<file path="config.mk">
export PLATFORM = sky130hd
export DESIGN_NAME = crc32_stream
export DESIGN_NICKNAME = d
export VERILOG_FILES = /design/src/rtl/crc32_stream.sv
export SDC_FILE = /design/constraint.sdc
export NUM_CORES = 1
export LEC_CHECK = 0
export CAP_MARGIN = 10
export CORE_MARGIN = 2
export CORE_UTILIZATION = 30
export CTS_CLUSTER_DIAMETER = 120
export DETAILED_ROUTE_END_ITERATION = 10
export MAX_ROUTING_LAYER = met4
export PLACE_DENSITY = 0.53
export RECOVER_POWER = 50
export SLEW_MARGIN = 15
export SYNTH_ARGS = -nofsm -noshare
export SYNTH_HDL_FRONTEND = slang
export SYNTH_SLANG_ARGS = --single-unit
</file>
<file path="constraint.sdc">
create_clock -name clk -period 3 [get_ports clk]
set_input_delay 0.3 -clock clk [delete_from_list [all_inputs] [get_ports clk]]
set_output_delay 0.3 -clock clk [all_outputs]
set_load 0.005 [all_outputs]
</file>
<file path="src/rtl/crc32_stream.sv">
// Streaming Ethernet CRC-32 (reflected 0xEDB88320) over DATA_W-wide byte-enabled beats.
// GEN reports the FCS; CHECK additionally flags frames whose pre-inversion register hits the residue.
module crc32_stream #(
  parameter int DATA_W     = 8,
  parameter int CHECK_MODE = 0,
  parameter int CNT_W      = 16
) (
  input  logic                clk,
  input  logic                rst,
  input  logic                start,
  input  logic                in_valid,
  input  logic [DATA_W-1:0]   in_data,
  input  logic [DATA_W/8-1:0] in_keep,
  input  logic                in_last,
  output logic                busy,
  output logic                crc_valid,
  output logic [31:0]         crc_out,
  output logic                crc_ok,
  output logic [CNT_W-1:0]    byte_count
);

  localparam int          LANES   = DATA_W / 8;
  localparam logic [31:0] POLY    = 32'hEDB88320;
  localparam logic [31:0] INIT    = 32'hFFFFFFFF;
  localparam logic [31:0] RESIDUE = 32'hDEBB20E3;

  typedef enum logic [1:0] {
    IDLE = 2'd0,
    RUN  = 2'd1,
    DONE = 2'd2
  } state_t;

  state_t             r_state;
  logic [31:0]        r_crc;
  logic [CNT_W-1:0]   r_count;
  logic [31:0]        r_crc_out;
  logic               r_crc_ok;

  logic               w_continue;
  logic [31:0]        w_acc;
  logic [3:0]         w_pop;
  logic [CNT_W-1:0]   w_base_count;
  logic [CNT_W+3:0]   w_sum;
  logic [CNT_W-1:0]   w_next_count;

  // A beat only extends the running frame when in RUN and not being aborted;
  // otherwise it is the first beat of a fresh frame and starts from init.
  always_comb begin
    w_continue   = (r_state == RUN) && !start;
    w_acc        = w_continue ? r_crc : INIT;
    w_base_count = w_continue ? r_count : '0;
    w_pop        = '0;
    for (int l = 0; l < LANES; l++) begin
      if (in_keep[l]) begin
        w_pop = w_pop + 4'd1;
        for (int b = 0; b < 8; b++) begin
          w_acc = (w_acc[0] ^ in_data[8*l+b]) ? ((w_acc >> 1) ^ POLY) : (w_acc >> 1);
        end
      end
    end
    w_sum = {4'd0, w_base_count} + {{CNT_W{1'b0}}, w_pop};
    if (w_sum > {4'd0, {CNT_W{1'b1}}}) begin
      w_next_count = {CNT_W{1'b1}};
    end else begin
      w_next_count = w_sum[CNT_W-1:0];
    end
  end

  always_ff @(posedge clk) begin
    if (rst) begin
      r_state   <= IDLE;
      r_crc     <= INIT;
      r_count   <= '0;
      r_crc_out <= '0;
      r_crc_ok  <= 1'b0;
    end else if (in_valid) begin
      r_crc   <= w_acc;
      r_count <= w_next_count;
      if (in_last) begin
        r_state   <= DONE;
        r_crc_out <= ~w_acc;
        r_crc_ok  <= (CHECK_MODE != 0) && (w_acc == RESIDUE);
      end else begin
        r_state <= RUN;
      end
    end else if (start) begin
      r_state <= IDLE;
      r_crc   <= INIT;
      r_count <= '0;
    end else if (r_state == DONE) begin
      r_state <= IDLE;
      r_crc   <= INIT;
    end
  end

  assign busy       = (r_state == RUN);
  assign crc_valid  = (r_state == DONE);
  assign crc_out    = r_crc_out;
  assign crc_ok     = r_crc_ok;
  assign byte_count = r_count;

endmodule

</file>
; ---- Word level (Yosys, flattened, before mapping)
; Cells that the tools add are included.
[totals]
register_bits = 82
output_inout_bits = 51
word_cells = 52
in_bits = 14
[classes]
add_sub_neg = 1
eq_ne = 2
n_lt_le_gt_ge = 1
reduce_logical = 5
mux = 22
bitwise_logic = 17
[op_table]
columns = op, count
row1 = 2-to-1 mux 32 bit, 13
row2 = NOT 13 -> 14 bit, 8
row3 = 2-to-1 mux 16 bit, 4
row4 = NOT 32 bit, 1
row5 = adder 16 x 1 -> 17 bit, 1
row6 = > comparator 17 x 16 -> 1 bit (second input constant), 1
row7 = 2-to-1 mux 2 bit, 4
row8 = XOR 1 bit, 8
row9 = nonzero test 3 bit, 1
row10 = equality test 2 x 1 -> 1 bit (second input constant), 1
row11 = equality test 2 bit (second input constant), 1
row12 = AND reduction 2 bit, 1
row13 = nonzero test 2 bit, 1
row14 = logical AND 1 bit, 1
row15 = logical NOT 1 bit, 1
row16 = 2-to-1 mux 1 bit, 1

; ---- Depth between registers and ports, before layout
; Gate-level depths: netlist of the first run.
[depth]
depth_word = 21
depth_mapped = 12
depth_no_buf = 11

; ---- Worst setup path after synthesis of the first run
; No wires, ideal clock.
[synth_path]
kind = reg-to-reg
from = register r_state[0]
to = register r_count[9], in the netlist byte_count[9]
n_path_buf = 2
required_ps = 2930
period_less_slack_ps = 2560
arrival_time_ps = 2490
stages_incl_launch_ff = 13
setup_slack_ps = 440
setup_ps = 70
path_cell_list = dfxtp_1 > buf_2 > nor2b_1 > and3_1 > ha_1 > ha_1 > nand3_1 > nor2_1 > nand3_1 > nor4_1 > clkbuf_1 > o21ai_0 > a21oi_1
[synth_between]
elab_chain_cells = 7
[synth_lines]
columns = element, line
row1 = from (decl), 33  ; state_t r_state;
row2 = from (signal assigned), 71  ; r_state <= IDLE;
row3 = from (signal assigned), 80  ; r_state <= DONE;
row4 = from (signal assigned), 84  ; r_state <= RUN;
row5 = equality test 2 x 1 -> 1 bit *, -
row6 = via busy, 15  ; output logic busy,
row7 = logical AND 1 bit *, 49  ; w_continue = (r_state == RUN) && !start;
row8 = 2-to-1 mux 16 bit *, 51  ; w_base_count = w_continue ? r_count : '0;
row9 = adder 16 x 1 -> 17 bit *, 61  ; w_sum = {4'd0, w_base_count} + {{CNT_W{1'b0}}, w_pop};
row10 = > comparator 17 x 16 -> 1 bit, 62  ; if (w_sum > {4'd0, {CNT_W{1'b1}}}) begin
row11 = 2-to-1 mux 16 bit *, 62
row12 = 2-to-1 mux 16 bit *, 76  ; end else if (in_valid) begin
row13 = to (signal assigned), 78  ; r_count <= w_next_count;
row14 = to (decl), 35  ; logic [CNT_W-1:0] r_count;
; Mark *: on every way through the listed nets, which the timed path passes. The rest lies on a longest branch.
; A chain may end at the register's enable or synchronous reset.

; ---- Final worst setup path of the first run
[layout_path]
from = input start
to = register r_crc[25]
[layout_between]
elab_chain_cells = 18
word_cells_on_any_way = 26
classes_between = 12 x mux / 11 x bitwise / 3 x reduce/logical
[layout_lines]
columns = element, line
row1 = from (decl), 10  ; input logic start,
row2 = logical NOT 1 bit, 49
row3 = logical AND 1 bit, 49
row4 = 2-to-1 mux 32 bit, 50  ; w_acc = w_continue ? r_crc : INIT;
row5 = 2-to-1 mux 32 bit, 57  ; w_acc = (w_acc[0] ^ in_data[8*l+b]) ? ((w_acc >> 1) ^ POLY) : (w_acc >> 1);
row6 = XOR 1 bit, 57
row7 = 2-to-1 mux 32 bit, 57
row8 = NOT 13 -> 14 bit (no line), -
row9 = 2-to-1 mux 32 bit, 57
row10 = NOT 13 -> 14 bit (no line), -
row11 = 2-to-1 mux 32 bit (2 in a row), 57
row12 = NOT 13 -> 14 bit (no line), -
row13 = 2-to-1 mux 32 bit, 57
row14 = NOT 13 -> 14 bit (no line), -
row15 = 2-to-1 mux 32 bit (2 in a row), 57
row16 = 2-to-1 mux 32 bit, 54  ; if (in_keep[l]) begin
row17 = 2-to-1 mux 32 bit, 76
row18 = to (signal assigned), 77  ; r_crc <= w_acc;
row19 = to (decl), 34  ; logic [31:0] r_crc;
; Several ways; a longest one is shown, not always the timed one.

==> impl_metrics.tcl, run 1 <==
set metrics [dict create \
    status "finished clean" \
    nFillCells 1541 \
    cp_max_fo 41 \
    cp.arrival_ns 3.04 \
    relSlewSlack_pct 47.0 \
    synth_top_family_by_area "simple AND/OR/NAND/NOR gates" \
    rsz0062_at_grt "false" \
    synth_edf_count 0 \
    synth_xor_area_share_pct 16.1 \
    drt-vias-per-instance 5.27 \
    drive_gt1_share_pct 12.1 \
    ys_types 60 \
    drc_errors 0 \
    top_usage_layer "met2" \
    finClkSkew_ns 0.00565 \
    numCtsBuffers 9 \
    final_cell_mix "84 x nor2_1, 82 x dfxtp_1, 52 x o21ai_0" \
    final_common_cell "nor2_1" \
    clk_latency_ns 0.34 \
    async_flop_share_pct 0 \
    vias 4436 \
    die_h_um 129 \
    synthesis.nets 588 \
    setup_viol_count_final 0 \
    area_growth_pct 28.2 \
    met1_usage_pct 27.7 \
    max_freq_mhz 356 \
    synth_fa_ha_area_share_pct 0.534 \
    cp_top_family "buffers and inverters" \
    grt_max_degree 61 \
    io_buffers 63 \
    setup_ws_ns 0.189 \
    critPathMaxStageDelay_ns 0.47 \
    antenna_found_initial 0 \
    dp_slack_ns 0.00603 \
    crit_slowest_cell "clkbuf_2" \
    coreArea_mm2 0.0152 \
    cts_tree "built" \
    final_cells 841 \
    grt_use_met2_pct 28.6 \
    drv_cap 0 \
    syn-instance-count 572 \
    place.gp.congestion 0.855 \
    grt_usage_pct 19.4 \
    dr.pass1.iters 5 \
    ir_drop_uv 233 \
    synth_area_mm2 0.00468 \
    path_cells "clkdlybuf4s50_1 > buf_4 > or3b_1 > clkbuf_1 > clkbuf_2 > nor2_1 > nand2_1 > nand2_1 > nand2_1 > o22a_1" \
    synthFlopType "dfxtp_1" \
    final_nets 664 \
    post_cts_buffers 0 \
    final_util_pct 39.5 \
    pin_count 65 \
    grt_pass1_wl_mm 24.3 \
    initial_core_util_pct 30.8 \
    path_buf_inv 4 \
    routed_wl_mm 14.9 \
    ys_warn_count 0 \
    ys_seq_area_share_pct 35.1 \
    synth_area_per_cell_um2 8.19 \
    synth-simple-area-share_pct 21.9 \
    power_density_mw_per_mm2 487 \
    dieWidth_um 129 \
    cpMostUsedCell "nand2_1" \
    hold_buffers 0 \
    clock-sinks 82 \
    antenna_left 0 \
    grt_pass1_vias 4404 \
    rows 45 \
    grt_use_met3_pct 2.58 \
    drt_iter0_markers 408 \
    overflow 0 \
    synth_compound_area_share_pct 21.2 \
    required_ns 3.23 \
    die_area_mm2 0.0166 \
    clkSlewWorstSetupHoldPaths_ns 0.07 \
    synth_mux_area_share_pct 0.427 \
    p_leak_nw 2.30 \
    tns_ns 0 \
    dp_hpwl_mm 10.5 \
    finalHoldViolations 0 \
    hold_class "input pin to flip-flop" \
    fin_crit_sh_pct 93.7 \
    endpoint_kind "flip-flop" \
    cts_htree_levels 3 \
    synth-seq-cells 82 \
    wl_per_cell_um 17.7 \
    worstMarginPinSlew_ns 0.795 \
    finalMaxSlewViolations 0 \
    period_needed_ns 2.81 \
    clockBufferDepth 2 \
    dp_cells 825 \
    antenna_cells 0 \
    root_buffer "clkbuf_16" \
    start_kind "input pin" \
    crit_type "input pin to flip-flop" \
    cts_resized 0 \
]
## routing by layer
metal / routed length [um] / share of wire (%)
met2: 6690 / 45
met5: 0 / 0
met3: 730 / 4.9
met4: 173 / 1.2
met1: 7300 / 49
## Yosys cell counts, types with 4 or more instances
master	count	area (um^2)
o2bb2ai_1	5	43.8
xnor3_1	7	158
xnor2_2	9	146
nor2_1	84	315
o22ai_1	11	68.8
nand3_1	14	70.1
clkbuf_1	36	135
and3_1	6	37.5
a31oi_1	14	87.6
nor2b_1	4	25.0
o21ai_0	52	260
a211oi_1	8	60.1
or4_1	4	30.0
nand2_1	37	139
xnor2_1	37	324
xor2_1	10	87.6
nor3_1	30	150
inv_1	10	37.5
a21oi_1	35	175
o21a_1	4	30.0
o22a_1	8	70.1
dfxtp_1	82	1640
nor4b_2	4	60.1
## logic make-up (layout without fill, tap and decap cells)
family                   after synthesis  count (layout)
AND/OR/NAND/NOR                      207             207
adder cells (fa/ha/maj)                2               2
other                                  1               1
flip-flops                            82              82
XOR/XNOR                              65              65
AO/OA/AOI/OAI                        160             160
multiplexers                           2               2
buffers and inverters                 53             134
## flip-flops by register name (all words and copies together) (netlist names)
| register | count |
|---|---|
| r_state | 2 |
| byte_count | 16 |
| r_crc | 32 |
| crc_out | 32 |
## tightest hold or removal path, stage by stage
cell and delay [ns]:
buf_2 0.12, ha_1 0.13, o21ai_0 0.08, a21oi_1 0.11
## layout make-up
cell class / count / area, um^2 / share of cell area, %
Clock buffer: 9 / 225 / 3.75
Clock inverter: 7 / 76.3 / 1.27
Multi-Input combinational cell: 437 / 2830 / 47.2
Inverter: 11 / 41.3 / 0.688
Tap cell: 188 / 235 / 3.92
Sequential cell: 82 / 1640 / 27.4
Timing Repair Buffer: 107 / 950 / 15.8
## worst paths after layout
| path | cells after the start | endpoint | startpoint | slack [ns] |
|---|---|---|---|---|
| setup / recovery | 10 | r_crc[25]$_SDFFE_PP1P_ | start | 0.19 |
| hold / removal | 4 | byte_count[0]$_SDFFE_PP0P_ | in_keep | 0.44 |
| setup reg to reg | 8 | r_crc[25]$_SDFFE_PP1P_ | r_state[1]$_SDFFE_PP0P_ | 0.19 |
| hold reg to reg | 2 | r_crc[10]$_SDFFE_PP1P_ | r_crc[10]$_SDFFE_PP1P_ | 0.48 |
## where the power goes
part	total, mW	switching (mW)	internal (mW)	leakage [nW]
clock network	1.14	0.482	0.653	0.143
logic	0.595	0.315	0.280	1.48
registers	1.19	0.0485	1.14	0.671
## through the flow
step / instance area (um^2) / hold slack (ns) / power (mW)
floorplan: 4680 / 0.434 / 1.57
detailed placement: 5710 / 0.471 / 1.82
CTS: 6010 / 0.435 / 2.96
finish: 6000 / 0.439 / 2.92
global placement: 5710 / 0.449 / 1.82
global route: 6000 / 0.469 / 3.06
Power figures use the tool's default switching activity.
==> inputs of run 2 (changes only) <==
--- a/config.mk
+++ b/config.mk
@@ -6,7 +6,6 @@
 export NUM_CORES = 1
 export LEC_CHECK = 0
 export CAP_MARGIN = 10
-export CORE_MARGIN = 2
 export CORE_UTILIZATION = 30
 export CTS_CLUSTER_DIAMETER = 120
 export DETAILED_ROUTE_END_ITERATION = 10
==> impl_metrics.tcl, run 2 (same netlist as run 1, synthesis figures left out) <==
set metrics [dict create \
    root_buffer "clkbuf_16" \
    drc_errors 0 \
    routed_wl_mm 14.9 \
    grt_usage_pct 19.6 \
    total_power_mw 2.93 \
    p_leak_nw 2.32 \
    cpMostUsedCell "nand2_1" \
    finalMaxSlewViolations 0 \
    crit_path_start "start" \
    crit_type "input pin to flip-flop" \
    die_h_um 127 \
    ir_drop_uv 296 \
    pwr-share-clk_pct 38.9 \
    rows 45 \
    power_density_mw_per_mm2 485 \
    endpoint_kind "flip-flop" \
    max_freq_mhz 362 \
    area_growth_pct 29.0 \
    dp_slack_ns 0.0575 \
    wl_per_cell_um 17.6 \
    hold_class "input pin to flip-flop" \
    cts_htree_levels 3 \
    grt_pass1_vias 4281 \
    finClkSkew_ns 0.00747 \
    setup_ws_ns 0.234 \
    vias 4469 \
    start_kind "input pin" \
    drt_iter0_markers 336 \
    relSlewSlack_pct 36.7 \
    fin_crit_sh_pct 92.2 \
    tns_ns 0 \
    grt_pass1_wl_mm 23.7 \
    die_area_mm2 0.0161 \
    cts_resized 0 \
    clk_latency_ns 0.34 \
    internal_power_mw 2.12 \
    worstMarginPinSlew_ns 0.949 \
    initial_core_util_pct 30.8 \
    path_buf_inv 3 \
    crit_slowest_cell "clkbuf_2" \
    switching_power_mw 0.816 \
    overflow 0 \
    required_ns 3.23 \
    place.gp.congestion 0.903 \
    antenna_cells 0 \
    path_cells "clkdlybuf4s50_1 > buf_12 > or3b_1 > clkbuf_2 > nor2_1 > nand2_1 > nand2_1 > nand2_1 > o22a_1" \
    coreArea_mm2 0.0152 \
    seqPwrFrac_pct 40.7 \
    setup_viol_count_final 0 \
    cp_top_family "simple AND/OR/NAND/NOR gates" \
    final_cell_mix "84 x nor2_1, 82 x dfxtp_1, 52 x o21ai_0" \
    cts_tree "built" \
    dr.pass1.iters 4 \
    numCtsBuffers 9 \
    hold_buffers 0 \
    period_needed_ns 2.77 \
    p_sw_share_pct 27.8 \
    dieWidth_um 127 \
    io_buffers 63 \
    drt-vias-per-instance 5.29 \
    hold-worst-slack_ns 0.433 \
    drv_cap 0 \
    dp_hpwl_mm 10.6 \
    final_util_pct 39.8 \
    post_cts_buffers 0 \
    cp_max_fo 48 \
    clock-sinks 82 \
    antenna_found_initial 0 \
    comb_power_share_pct 20.4 \
    pin_count 65 \
    r2r_start "r_state[1]$_SDFFE_PP0P_" \
    clkSlewWorstSetupHoldPaths_ns 0.06 \
    cp.arrival_ns 3.00 \
    worstHoldStart "in_keep" \
    status "finished clean" \
    finalHoldViolations 0 \
    critPathMaxStageDelay_ns 0.55 \
    grt_max_degree 62 \
    drive_gt1_share_pct 12.3 \
    antenna_left 0 \
    clockBufferDepth 2 \
    final_common_cell "nor2_1" \
    rsz0062_at_grt "false" \
    final_nets 668 \
]
==> run 2: cell count changes in the layout (fill, tap and decap cells not counted) <==
cell | previous run | this run
buf_12 | 0 | 1
buf_4 | 42 | 45
clkbuf_1 | 1 | 2
clkbuf_8 | 0 | 2
inv_6 | 3 | 0
nor4_1 | 0 | 1
nor4_2 | 1 | 0
==> run 2: area by class of cell <==
class / count / area (um^2)
sequential: 82 / 1640
clock inverter: 4 / 50.0
timing repair buffer: 111 / 992
tap: 188 / 235
clock buffer: 12 / 256
multi-input combinational: 437 / 2830
inverter: 11 / 41.3
fill: 1546 / 9160
==> run 2: power by group through the flow <==
| stage | Combinational [mW] | Clock [mW] | Sequential, mW |
|---|---|---|---|
| after CTS | 0.611 | 1.17 | 1.19 |
| after floorplan | 0.372 | 0 | 1.20 |
| after detailed placement | 0.606 | 0 | 1.22 |
| after global placement | 0.606 | 0 | 1.22 |
| final | 0.598 | 1.14 | 1.19 |
| after global routing | 0.649 | 1.21 | 1.20 |
==> run 2: metrics by stage <==
step | std cells | instance area (um^2)
floorplan | 572 | 4680
global placement | 829 | 5760
detailed placement | 829 | 5760
CTS | 845 | 6060
global route | 845 | 6040
finish | 845 | 6040
==> run 2: worst min-delay path, cell delays in order <==
cell and delay [ns]:
buf_2 0.11, ha_1 0.13, o21ai_0 0.08, a21oi_1 0.11
==> run 2: final timing paths <==
check | cells after the start | to | slack (ns)
setup / recovery | 9 | r_crc[4]$_SDFFE_PP1P_ | 0.23
hold / removal | 4 | byte_count[0]$_SDFFE_PP0P_ | 0.43
setup reg to reg | 7 | r_crc[4]$_SDFFE_PP1P_ | 0.24
hold reg to reg | 2 | crc_out[9]$_SDFFE_PP0P_ | 0.47
==> run 2: metal layers <==
metal  vias to the layer above  GRT usage, %  routed length (um)
met5                         -             -                   0
met4                         0          5.32                 172
met3                        16          3.37                 819
met2                       120          27.7                6420
met1                      2145          28.5                7470
li1                       2188             -                   -
==> inputs of run 3 (changes only) <==
--- a/config.mk
+++ b/config.mk
@@ -6,11 +6,11 @@
 export NUM_CORES = 1
 export LEC_CHECK = 0
 export CAP_MARGIN = 10
-export CORE_UTILIZATION = 30
+export CORE_UTILIZATION = 55
 export CTS_CLUSTER_DIAMETER = 120
 export DETAILED_ROUTE_END_ITERATION = 10
 export MAX_ROUTING_LAYER = met4
-export PLACE_DENSITY = 0.53
+export PLACE_DENSITY = 0.84
 export RECOVER_POWER = 50
 export SLEW_MARGIN = 15
 export SYNTH_ARGS = -nofsm -noshare
==> impl_metrics.tcl, run 3 (same netlist as run 1, synthesis figures left out) <==
set metrics [dict create \
    status "finished clean" \
    grt_pass1_vias 4270 \
    antenna_found_initial 0 \
    path_cells "dlygate4sd3_1 > clkbuf_1 > clkbuf_1 > nand2_1 > clkbuf_2 > a211oi_1 > nor3_1" \
    cts_htree_levels 3 \
    cts_tree "built" \
    root_buffer "clkbuf_8" \
    power_density_mw_per_mm2 455 \
    hold_class "input pin to flip-flop" \
    routed_wl_mm 14.3 \
    vias 4759 \
    final_common_cell "nor2_1" \
    initial_core_util_pct 57.0 \
    numCtsBuffers 9 \
    worstMarginPinSlew_ns 0.800 \
    final_nets 654 \
    reg2reg_slack_ns 0.30 \
    clockBufferDepth 2 \
    relSlewSlack_pct 46.7 \
    drc_errors 0 \
    antenna_cells 0 \
    endpoint_kind "flip-flop" \
    final_util_pct 69.8 \
    crit_type "input pin to flip-flop" \
    wl_per_cell_um 19.1 \
    cp.arrival_ns 3.00 \
    pin_count 65 \
    rows 33 \
    drive_gt1_share_pct 10.3 \
    cp_max_fo 19 \
    finClkSkew_ns 0.00645 \
    nFillCells 628 \
    start_kind "input pin" \
    finalHoldViolations 0 \
    clock-sinks 82 \
    coreArea_mm2 0.00822 \
    drv_cap 0 \
    grt_pass1_wl_mm 22.3 \
    period_needed_ns 2.75 \
    clkSlewWorstSetupHoldPaths_ns 0.09 \
    multi_input_area_mm2 0.00282 \
    clk_latency_ns 0.37 \
    final_cell_mix "84 x nor2_1, 81 x dfxtp_1, 52 x o21ai_0" \
    tns_ns 0 \
    die_h_um 94.3 \
    p_leak_nw 2.21 \
    dr.pass1.iters 7 \
    dp_hpwl_mm 9.91 \
    fin_crit_sh_pct 91.8 \
    place.gp.congestion 1.00 \
    area_growth_pct 22.5 \
    overflow 0 \
    finalMaxSlewViolations 0 \
    required_ns 3.25 \
    die_area_mm2 0.00889 \
    ff_latch_area_mm2 0.00164 \
    cpMostUsedCell "clkbuf_1" \
    ir_drop_uv 288 \
    grt_usage_pct 34.0 \
    max_freq_mhz 363 \
    drt-vias-per-instance 6.36 \
    antenna_left 0 \
    grt_max_degree 61 \
    setup_viol_count_final 0 \
    io_buffers 63 \
    dieWidth_um 94.3 \
    crit_slowest_cell "clkbuf_1" \
    drt_iter0_markers 847 \
    rsz0062_at_grt "false" \
    critPathMaxStageDelay_ns 0.67 \
]
-- run 3: through the flow --
step / setup WS, ns / cell area, um^2 / hold slack [ns] / power, mW / instances
after floorplan: 0.440 / 4680 / 0.434 / 1.57 / 572
after global placement: 0.0702 / 5560 / 0.448 / 1.77 / 732
after detailed placement: 0.0327 / 5560 / 0.462 / 1.79 / 732
after CTS: 0.158 / 5760 / 0.407 / 2.62 / 748
after global routing: 0.118 / 5740 / 0.438 / 2.70 / 748
final: 0.246 / 5740 / 0.428 / 2.61 / 748
-- run 3: final timing paths --
check,endpoint,depth (start not counted),start
worst min register to register,crc_out[9]$_SDFFE_PP0P_,2,crc_out[9]$_SDFFE_PP0P_
worst min-delay path,byte_count[0]$_SDFFE_PP0P_,4,in_keep
worst max register to register,byte_count[2]$_SDFFE_PP0P_,11,r_state[1]$_SDFFE_PP0P_
worst max-delay path,crc_out[31]$_SDFFE_PP0P_,7,in_valid
-- run 3: what timing repair did --
action	in CTS	in global routing
hold buffers	0	0
resized for setup	0	2
endpoints found under the hold margin	0	0
endpoints found under the setup margin	0	4
setup buffers	0	0
-- run 3: metal layers --
metal / GRT usage (%) / part of all wire [%] / up-vias
met5: - / 0 / -
met1: 46.7 / 41 / 2236
met2: 50.8 / 46 / 330
met4: 12.2 / 2.0 / 0
li1: - / - / 2160
met3: 4.85 / 11 / 33
-- run 3: cell type report --
type	instances	share of cell area, %
sequential	82	28.6
inverter	11	0.720
tap	105	2.29
clock buffer	9	2.16
multi-input combinational	437	49.1
clock inverter	7	1.37
timing repair buffer	97	15.8
-- run 3: worst max-delay path, delay by kind of cell --
kind	cells	cell delay, ns
and+or+nand+nor	2	0.18
buffers and inverters	4	2.09
AOI/OAI and AO/OA	1	0.42
-- run 3: where the power goes --
group | total [mW] | switching [mW] | internal [mW]
logic | 0.582 | 0.315 | 0.266
registers | 1.19 | 0.0500 | 1.14
clock network | 0.834 | 0.443 | 0.391
